$ cat src/rtl/mcs_bus_bridge.sv
// MicroBlaze MCS IO-bus to multi-slot system-bus bridge.
// Decodes a window and slot, runs one cycle per access with ack/timeout, and reports errors.
module mcs_bus_bridge #(
  parameter logic [31:0] BRIDGE_BASE = 32'hC000_0000,
  parameter int unsigned N_SLOTS     = 2,
  parameter int unsigned ADDR_W      = 21,
  parameter int unsigned TIMEOUT_CYC = 64,
  parameter logic [31:0] ERR_DATA    = 32'hDEAD_BEEF
) (
  input  logic                  clk,
  input  logic                  reset_n,
  input  logic                  io_addr_strobe,
  input  logic                  io_read_strobe,
  input  logic                  io_write_strobe,
  input  logic [31:0]           io_address,
  input  logic [3:0]            io_byte_enable,
  input  logic [31:0]           io_write_data,
  output logic [31:0]           io_read_data,
  output logic                  io_ready,
  output logic [N_SLOTS-1:0]    sys_cs,
  output logic                  sys_rd,
  output logic                  sys_wr,
  output logic [ADDR_W-1:0]     sys_addr,
  output logic [3:0]            sys_be,
  output logic [31:0]           sys_wr_data,
  input  logic [32*N_SLOTS-1:0] sys_rd_data,
  input  logic [N_SLOTS-1:0]    sys_ack,
  output logic                  bus_err,
  output logic [7:0]            err_cnt
);

  localparam int unsigned TW = $clog2(TIMEOUT_CYC);
  localparam logic [TW-1:0] TMO_LAST = TW'(TIMEOUT_CYC - 1);

  typedef enum logic [1:0] {IDLE, ACCESS, RESP} state_e;

  state_e            state_q, state_d;
  logic              req;
  logic [1:0]        req_slot;
  logic              win_hit;
  logic [N_SLOTS-1:0] cs_dec;
  logic [31:0]       sel_rd_data;
  logic              ack_sel;
  logic              tmo_hit;
  logic              err_event;
  logic [TW-1:0]     tmo_cnt;
  logic              is_wr_q;
  logic              err_q;
  logic [31:0]       rd_data_q;
  logic              unused_addr_bits;

  assign unused_addr_bits = ^io_address;

  assign req      = io_addr_strobe & (io_read_strobe | io_write_strobe);
  assign req_slot = io_address[23:22];
  assign win_hit  = (io_address[31:24] == BRIDGE_BASE[31:24]) &&
                    ({1'b0, req_slot} < 3'(N_SLOTS));

  // sys_cs is one-hot during ACCESS, so it doubles as the latched slot select.
  always_comb begin
    cs_dec      = '0;
    sel_rd_data = '0;
    for (int unsigned i = 0; i < N_SLOTS; i++) begin
      cs_dec[i] = (req_slot == 2'(i));
      if (sys_cs[i]) sel_rd_data = sel_rd_data | sys_rd_data[32*i +: 32];
    end
  end

  assign ack_sel = |(sys_ack & sys_cs);
  assign tmo_hit = (tmo_cnt == TMO_LAST);

  always_ff @(posedge clk or negedge reset_n) begin
    if (!reset_n) state_q <= IDLE;
    else          state_q <= state_d;
  end

  always_comb begin
    state_d = state_q;
    case (state_q)
      IDLE:    if (req) state_d = win_hit ? ACCESS : RESP;
      ACCESS:  if (ack_sel || tmo_hit) state_d = RESP;
      RESP:    state_d = IDLE;
      default: state_d = IDLE;
    endcase
  end

  always_comb begin
    io_ready     = (state_q == RESP);
    bus_err      = (state_q == RESP) && err_q;
    io_read_data = '0;
    if (state_q == RESP && !is_wr_q) io_read_data = err_q ? ERR_DATA : rd_data_q;
  end

  always_ff @(posedge clk or negedge reset_n) begin
    if (!reset_n) begin
      sys_cs      <= '0;
      sys_rd      <= 1'b0;
      sys_wr      <= 1'b0;
      sys_addr    <= '0;
      sys_be      <= '0;
      sys_wr_data <= '0;
      is_wr_q     <= 1'b0;
      err_q       <= 1'b0;
      rd_data_q   <= '0;
      tmo_cnt     <= '0;
    end else if (state_q == IDLE && req) begin
      sys_addr    <= io_address[ADDR_W+1:2];
      sys_be      <= io_byte_enable;
      sys_wr_data <= io_write_data;
      is_wr_q     <= io_write_strobe;
      err_q       <= !win_hit;
      tmo_cnt     <= '0;
      if (win_hit) begin
        sys_cs <= cs_dec;
        sys_rd <= !io_write_strobe;
        sys_wr <= io_write_strobe;
      end
    end else if (state_q == ACCESS) begin
      if (ack_sel || tmo_hit) begin
        if (ack_sel && sys_rd) rd_data_q <= sel_rd_data;
        err_q  <= !ack_sel;
        sys_cs <= '0;
        sys_rd <= 1'b0;
        sys_wr <= 1'b0;
      end else begin
        tmo_cnt <= tmo_cnt + 1'b1;
      end
    end
  end

  // Counted on entry to RESP so the new value is visible alongside bus_err.
  assign err_event = (state_q == IDLE && req && !win_hit) ||
                     (state_q == ACCESS && !ack_sel && tmo_hit);

  always_ff @(posedge clk or negedge reset_n) begin
    if (!reset_n)                         err_cnt <= '0;
    else if (err_event && err_cnt != '1)  err_cnt <= err_cnt + 1'b1;
  end

endmodule

$ cat config.mk
export PLATFORM = sky130hd
export DESIGN_NAME = mcs_bus_bridge
export DESIGN_NICKNAME = d
export VERILOG_FILES = /design/src/rtl/mcs_bus_bridge.sv
export SDC_FILE = /design/constraint.sdc
export NUM_CORES = 1
export LEC_CHECK = 0
export BUFFER_PORTS_ARGS = -buffer_cell sky130_fd_sc_hd__buf_2
export CAP_MARGIN = 10
export CORE_MARGIN = 2
export CORE_UTILIZATION = 44
export CTS_BUF_LIST = sky130_fd_sc_hd__clkbuf_4
export CTS_CLUSTER_SIZE = 30
export DETAILED_ROUTE_END_ITERATION = 8
export GPL_TIMING_DRIVEN = 0
export HOLD_SLACK_MARGIN = 0.15
export PLACE_DENSITY = 0.77
export SLEW_MARGIN = 40
export SYNTH_ARGS = -nofsm -noshare
export SYNTH_HDL_FRONTEND = slang
export SYNTH_SLANG_ARGS = --single-unit
$ cat constraint.sdc
create_clock -name clk -period 5 [get_ports clk]
set_input_delay 1 -clock clk [delete_from_list [all_inputs] [get_ports clk]]
set_output_delay 1 -clock clk [all_outputs]
set_load 0.03 [all_outputs]
==> results.json, run 1 <==
{
  "async_flop_share_pct": 100,
  "hold_viol": 0,
  "drv_cap": 0,
  "vias": 4689,
  "worstSkewPairLatency_ns": 0.45,
  "grt_pass1_vias": 4431,
  "slew_viol_final": 0,
  "rows": 38,
  "ys_ff_latch": 111,
  "tns_ns": 0,
  "wl_um": 13700,
  "cts_setup_buffers": 0,
  "cts_tree": "yes",
  "layout_common_cells": "buf_2 (245), nand2_1 (212), dfrtp_1 (111)",
  "clock_path_buffers": 2,
  "route.detailed.drc": 0,
  "yosysTopAreaCell": "dfrtp_1",
  "ant_nets": 0,
  "seq_area_frac_synth_pct": 57.2,
  "drt-initial-drc-count": 324,
  "hold_class": "in -> async",
  "ys_types": 40,
  "grt_overflow": 0,
  "skew_ns": 0.00837,
  "port_buffers": 239,
  "dr.pass1.iters": 6,
  "worst_pin_slew_ns": 0.766,
  "ys.flop_type": "dfrtp_1",
  "required_ns": 4.00,
  "ys_top_cells_by_area": "dfrtp_1 (57%), nand2_1 (16%), a22oi_1 (5.1%)",
  "wire_per_inst_um": 14.9,
  "gp_congestion": 0.816,
  "die_area_um2": 11900,
  "period_share_pct": 66.4,
  "vias_per_cell": 5.09,
  "synth_edf_count": 0,
  "hold_buffers": 0,
  "max_freq_mhz": 301,
  "synth.avg_cell_area_um2": 9.24,
  "grt_pass1_wl_um": 21100,
  "synth_top_area_share_pct": 57.2,
  "drive_gt1_share_pct": 34.4,
  "syn_nets": 667,
  "grt_start_max_net_pins": 62,
  "dp_hpwl_um": 10500,
  "path_max_fanout": 8,
  "p_per_area_nw_per_um2": 367,
  "max-vdd-ir-drop_uv": 236,
  "antenna_found_initial": 1,
  "fp.dieW_um": 109,
  "core_um2": 10800,
  "min_period_ns": 3.32,
  "rsz0062_at_grt": "false",
  "clock_sinks": 111,
  "worstPathArrival_ns": 2.32,
  "numCtsBuffers": 9,
  "p_total_uw": 2360,
  "crit_type": "reg -> out",
  "p_leak_uw": 0.00346,
  "ys_warn_count": 0,
  "setup_viol": 0,
  "grt_util_all_layers_pct": 23.0,
  "nets": 918,
  "io_pins": 242,
  "area_growth_pct": 32.0,
  "status": "finished, final reports clean",
  "cts.htree.levels": 3,
  "dieHeight_um": 109,
  "clock-root-buffer": "clkbuf_4",
  "ctsResizeCount": 0,
  "clkTransAtPathRegs_ns": 0.15,
  "netlist_area_um2": 4860,
  "cp-start-kind": "flop",
  "syn-instance-count": 526,
  "final_common_cell": "buf_2",
  "initial_core_util_pct": 45.0,
  "maxSlewHeadroom_pct": 48.6,
  "cp-end-kind": "output pin"
}
worst max-delay path, cell delays in order, from the launching register on:
cell and delay, ns:
dfrtp_1 0.42, nor2b_1 0.33, nor2b_1 0.17, clkbuf_1 0.28, and2b_1 0.32, and2_1 0.17
buf_2 0.19
cell families (layout without fill, tap and decap cells):
family	Yosys count	count (layout)	synth area share (%)
DFF	111	111	57.2
other	0	1	0
muxes	3	3	0.669
adders and majority gates	2	2	0.515
AOI/OAI and AO/OA	110	110	15.4
xor gates and xnor gates	7	7	1.26
buffers and inverters	34	289	3.04
and+or+nand+nor	259	259	22.0
where the power goes:
part	internal, uW	switching [uW]	total (uW)
combinational	231	532	762
clock	195	276	471
sequential	1030	90.6	1120
layout make-up:
class,instances,area (um^2)
flip-flops and latches,111,2780
well taps,140,175
repair buffers,240,1230
clock buffers,9,67.6
fillers,945,4380
diodes,1,2.50
multi-input cells,381,1930
inverters,1,3.75
clock inverters,6,76.3
plain buffers,33,144
synth_stat cells, types with 2 or more instances:
| cell type | count |
|---|---|
| nand3_1 | 7 |
| o21ai_0 | 35 |
| ha_1 | 2 |
| a31oi_1 | 2 |
| xnor2_1 | 6 |
| buf_2 | 7 |
| nor2b_1 | 4 |
| and3_1 | 2 |
| nor3_1 | 2 |
| nor2_1 | 8 |
| o21a_1 | 25 |
| a21oi_1 | 3 |
| o21ai_1 | 3 |
| nor2_2 | 2 |
| and2_1 | 11 |
| a22oi_1 | 33 |
| clkbuf_1 | 24 |
| dfrtp_1 | 111 |
| a22o_1 | 3 |
| nand2_1 | 212 |
| o22a_1 | 2 |
| nand4_1 | 4 |
metrics by stage:
| stage | utilization [%] | cell area [um^2] | hold WS, ns | instances | setup slack (ns) |
|---|---|---|---|---|---|
| finish | 59.4 | 6410 | 0.431 | 922 | 1.68 |
| global route | 59.4 | 6410 | 0.403 | 922 | 1.53 |
| CTS | 59.4 | 6410 | 0.398 | 921 | 1.61 |
| detailed placement | 58.1 | 6270 | 0.457 | 906 | 2.15 |
| global placement | 57.7 | 6230 | 0.454 | 905 | 1.72 |
| floorplan | - | 4860 | 0.442 | 526 | 2.21 |
path summary, 6_finish.rpt:
kind / slack [ns] / depth (start not counted) / to / start
worst max-delay path: 1.68 / 6 / io_read_data[8] / state_q[1]
worst min-delay path: 0.43 / 1 / rd_data_q[26] / reset_n
worst max register to register: 3.13 / 6 / rd_data_q[12] / sys_cs[1]
worst min register to register: 0.49 / 2 / sys_addr[8] / sys_addr[8]
max in group asynchronous: 3.94 / 2 / tmo_cnt[3] / reset_n
min in group clk: 0.49 / 2 / sys_addr[8] / sys_addr[8]
metal layers:
metal | vias up | wire length, um | track usage, %
met5 | - | 0 | 0
met4 | 0 | 422 | 11.2
met3 | 29 | 1130 | 4.96
met2 | 239 | 6450 | 37.8
met1 | 2179 | 5740 | 28.8
li1 | 2242 | - | -
state kept, by name, indices dropped and copies added (netlist names):
| register | cells |
|---|---|
| rd_data_q | 32 |
| sys_wr_data | 32 |
| sys_addr | 21 |
| err_cnt | 8 |
| tmo_cnt | 6 |
| sys_be | 4 |
| state_q | 2 |
| sys_cs | 2 |
| err_q | 1 |
| is_wr_q | 1 |
| sys_rd | 1 |
| sys_wr | 1 |
Note: power is estimated with default switching activity, not from simulation.
==> run 2: changes to the inputs <==
- CORE_UTILIZATION: 44 -> 43
- PLACE_DENSITY: 0.77 -> 0.79
- clock period: 5 -> 2.91 ns (I/O delays scaled with it)
==> results.json, run 2 (synthesis gave the netlist of run 1 again) <==
{
  "maxSlewHeadroom_pct": 60.9,
  "port_buffers": 239,
  "area_growth_pct": 32.6,
  "fp.dieW_um": 110,
  "period_share_pct": 94.0,
  "ff_latch_area_um2": 2780,
  "cts_tree": "yes",
  "routedLengthMet1_um": 5840,
  "cts.htree.levels": 3,
  "crit_type": "reg -> out",
  "whs_endpoint": "sys_addr[7]",
  "max_freq_mhz": 365,
  "wl_um": 14100,
  "met2_length_um": 6850,
  "slew_viol_final": 0,
  "skew_ns": 0.0165,
  "top_layer": "met4",
  "cp-start-kind": "flop",
  "rsz0062_at_grt": "false",
  "post-place-cells": 906,
  "clkTransAtPathRegs_ns": 0.16,
  "io_pins": 242,
  "setup_viol": 0,
  "layout.cells.non_filler": 924,
  "fillers": 961,
  "min_period_ns": 2.74,
  "path_max_fanout": 8,
  "rows": 38,
  "worst_pin_slew_ns": 0.587,
  "p_total_uw": 4070,
  "timing.rr.end": "rd_data_q[14]",
  "min_from": "io_address[9]",
  "clock_path_buffers": 2,
  "required_ns": 2.33,
  "vias": 4636,
  "numCtsBuffers": 9,
  "core_um2": 10900,
  "clock-root-buffer": "clkbuf_4",
  "dr.pass1.iters": 4,
  "nets": 919,
  "largest_registers": "rd_data_q x32, sys_wr_data x32, sys_addr x21",
  "p_per_area_nw_per_um2": 632,
  "grt_pass1_vias": 4387,
  "dr_wl_met3_um": 1160,
  "reg2reg_depth": 6,
  "vias_per_cell": 5.02,
  "hold_class": "in -> reg",
  "antenna_found_initial": 1,
  "wire_per_inst_um": 15.2,
  "grt_overflow": 0,
  "dp_hpwl_um": 10800,
  "drt-initial-drc-count": 352,
  "r2r_slack_ns": 0.99,
  "drv_cap": 0,
  "final_common_cell": "buf_2",
  "worstPathArrival_ns": 2.15,
  "ant_nets": 0,
  "dieHeight_um": 110,
  "route.detailed.drc": 0,
  "worstSkewPairLatency_ns": 0.45,
  "reg2reg_from": "sys_cs[1]",
  "cp-end-kind": "output pin",
  "clock_sinks": 111,
  "grt_start_max_net_pins": 59,
  "cts_setup_buffers": 0,
  "status": "finished, final reports clean",
  "gp_congestion": 0.827,
  "initial_core_util_pct": 44.4,
  "min_path_cells": 3,
  "max-vdd-ir-drop_uv": 458,
  "tns_ns": 0,
  "die_area_um2": 12200,
  "layout_common_cells": "buf_2 (245), nand2_1 (212), dfrtp_1 (111)",
  "multi_input_area_um2": 1940,
  "p_leak_uw": 0.00346,
  "drive_gt1_share_pct": 34.9,
  "grt_pass1_wl_um": 21000,
  "grt_util_all_layers_pct": 22.8,
  "finish.utilization_pct": 58.9,
  "hold_viol": 0,
  "whs_ns": 0.310
}
[run 2: what timing repair did]
item	4_1_cts	5_1_grt
hold buffers	1	0
gates resized for setup	1	1
hold endpoints to repair	53	0
setup endpoints to repair	16	22
[run 2: stage by stage]
stage	worst slack, ns	cell area, um^2
final	0.174	6440
after detailed placement	0.491	6270
after CTS	0.0749	6440
after global routing	0.0261	6440
after floorplan	0.539	4860
after global placement	0.0496	6230
[run 2: worst max-delay path, cell delays in order, from the launching register on]
cell and delay [ns]:
dfrtp_1 0.42, nor2b_2 0.24, nor2b_1 0.15, clkbuf_2 0.21
and2b_1 0.30, and2_1 0.19, buf_2 0.20
[run 2: area by class of cell]
class | instances | share of cell area (%)
inverter | 1 | 0.0583
timing repair buffer | 241 | 19.3
clock buffer | 9 | 1.05
sequential | 111 | 43.1
tap | 140 | 2.72
multi-input combinational | 381 | 30.1
buffer | 33 | 2.25
clock inverter | 7 | 1.36
antenna | 1 | 0.0388
[run 2: how the worst max path moves through the flow]
stage                     startpoint          endpoint
final                     state_q[1]   io_read_data[4]
after global routing      state_q[1]   io_read_data[4]
after CTS                 state_q[0]   io_read_data[4]
after detailed placement  state_q[0]   io_read_data[4]
after global placement       reset_n   sys_wr_data[23]
after floorplan           state_q[0]  io_read_data[14]
[run 2: per-layer routing]
| layer | GRT usage, % | up-vias |
|---|---|---|
| met3 | 5.58 | 16 |
| met4 | 8.66 | 0 |
| met5 | 0 | - |
| li1 | - | 2246 |
| met1 | 27.5 | 2179 |
| met2 | 39.3 | 195 |
[run 2: power breakdown]
part / total, uW / switching, uW / internal [uW] / leakage [uW]
combinational: 1320 / 916 / 400 / 0.00194
clock: 831 / 489 / 342 / 0.0000786
sequential: 1920 / 151 / 1770 / 0.00144
==> run 3: changes to the inputs <==
==> constraint.sdc (replaced) <==
create_clock -name clk -period 2.91 [get_ports clk]
set_input_delay 0.1455 -clock clk [delete_from_list [all_inputs] [get_ports clk]]
set_output_delay 0.1455 -clock clk [all_outputs]
set_load 0.03 [all_outputs]
==> results.json, run 3 (synthesis gave the netlist of run 1 again) <==
{
  "max-vdd-ir-drop_uv": 403,
  "comb_power_share_pct": 34.5,
  "cts_tree": "yes",
  "crit_buf_inv": 2,
  "nets": 1042,
  "p_leak_uw": 0.00389,
  "crit_top_cell": "nor2b_1",
  "die_area_um2": 12200,
  "grt_start_max_net_pins": 59,
  "vias_per_cell": 5.22,
  "skew_ns": 0.0156,
  "area_growth_pct": 57.9,
  "cts.htree.levels": 3,
  "p_sw_share_pct": 38.8,
  "io_pins": 242,
  "clock_sinks": 111,
  "p_per_area_nw_per_um2": 555,
  "worst_pin_slew_ns": 0.604,
  "tns_ns": 0,
  "rows": 38,
  "finish.utilization_pct": 70.1,
  "clock-root-buffer": "clkbuf_4",
  "maxSlewHeadroom_pct": 59.7,
  "post-place-cells": 906,
  "drt-initial-drc-count": 563,
  "initial_core_util_pct": 44.4,
  "required_ns": 2.76,
  "antenna_found_initial": 1,
  "clkTransAtPathRegs_ns": 0.16,
  "drive_gt1_share_pct": 29.9,
  "whs_ns": 0.164,
  "period_share_pct": 89.0,
  "rsz0062_at_grt": "false",
  "grt_pass1_vias": 5522,
  "layout_common_cells": "buf_2 (245), nand2_1 (212), dlygate4sd3_1 (124)",
  "dieHeight_um": 110,
  "grt_overflow": 0,
  "route.detailed.drc": 0,
  "gp_congestion": 0.827,
  "largest_registers": "rd_data_q x32, sys_wr_data x32, sys_addr x21",
  "wire_per_inst_um": 17.1,
  "port_buffers": 239,
  "grt_util_all_layers_pct": 29.1,
  "cp_slowest_cell": "dfrtp_1",
  "min_period_ns": 2.59,
  "vias": 5463,
  "crit_family": "simple AND/OR/NAND/NOR gates",
  "power.share.clock_pct": 19.9,
  "ant_nets": 0,
  "status": "finished, final reports clean",
  "path_max_fanout": 8,
  "internal-power_uw": 2610,
  "final_common_cell": "buf_2",
  "hold_class": "in -> async",
  "clock_path_buffers": 2,
  "crit_type": "reg -> out",
  "wl_um": 17900,
  "switchingPower_uw": 1650,
  "numCtsBuffers": 9,
  "worstSkewPairLatency_ns": 0.45,
  "ctsResizeCount": 0,
  "setup_viol": 0,
  "grt_pass1_wl_um": 26800,
  "layout.cells.non_filler": 1047,
  "slew_viol_final": 0,
  "worstPathCellList": "nor2b_1, nor2b_1, clkbuf_1, and2b_1, and2_1, buf_2",
  "hold_buffers": 124,
  "dp_hpwl_um": 10800,
  "hold_viol": 0,
  "cp_slowest_stage_delay_ns": 0.45,
  "cp-end-kind": "output pin",
  "worstPathArrival_ns": 2.44,
  "cp-start-kind": "flop",
  "max_freq_mhz": 386,
  "seqPwrFrac_pct": 45.6,
  "drv_cap": 0,
  "fp.dieW_um": 110,
  "cts_setup_buffers": 0,
  "dr.pass1.iters": 6,
  "core_um2": 10900
}
## run 3: changes by cell type in the layout (fill, tap and decap cells not counted)
| cell | delta |
|---|---|
| dlygate4sd3_1 | +123 |
| clkbuf_1 | +1 |
| clkbuf_2 | -1 |
| nor2b_1 | +1 |
| nor2b_2 | -1 |
## run 3: worst reg2reg max path, cell delays in order, from the launching register on
cell           delay (ns)
dfrtp_1              0.39
buf_2                0.20
clkbuf_1             0.50
a22oi_1              0.18
dlygate4sd3_1        0.62
o21ai_0              0.16
## run 3: per-layer routing
layer  routed length [um]  track usage [%]  part of all wire (%)  up-vias
met5                    0                0                     0        -
met4                  464             12.6                   2.6        0
met3                 1630             7.23                   9.1       48
met2                 9130             51.8                    51      349
met1                 6680             33.1                    37     2573
li1                     -                -                     -     2493
## run 3: power by group through the flow
stage | sequential [uW] | combinational [uW] | clock [uW]
floorplan | 2400 | 362 | 0
global placement | 1940 | 1290 | 0
detailed placement | 1950 | 1330 | 0
CTS | 1920 | 1430 | 859
global route | 1970 | 1560 | 927
finish | 1940 | 1470 | 848
## run 3: final cells by class
cell class | instances | area (um^2)
Buffer | 33 | 144
Antenna cell | 1 | 2.50
Tap cell | 140 | 175
Clock buffer | 9 | 67.6
Timing Repair Buffer | 364 | 2470
Fill cell | 732 | 3260
Sequential cell | 111 | 2780
Inverter | 1 | 3.75
Clock inverter | 7 | 87.6
Multi-Input combinational cell | 381 | 1940
## run 3: worst paths after layout
path | start | end | slack [ns] | cells past startpoint
min | reset_n | rd_data_q[24] | 0.16 | 2
max | state_q[0] | io_read_data[17] | 0.32 | 6
min reg2reg | sys_wr_data[2] | sys_wr_data[2] | 0.49 | 2
max reg2reg | sys_cs[1] | rd_data_q[16] | 0.80 | 5
min in group clk | io_address[31] | err_q | 0.17 | 4
max in group asynchronous | reset_n | sys_wr_data[9] | 2.11 | 3
## run 3: per-stage QoR
stage	area, um^2	total power, uW	worst slack [ns]
after global placement	6230	3230	0.486
final	7670	4260	0.321
after floorplan	4860	2760	0.976
after global routing	7670	4460	0.189
after CTS	7670	4220	0.384
after detailed placement	6270	3270	0.928
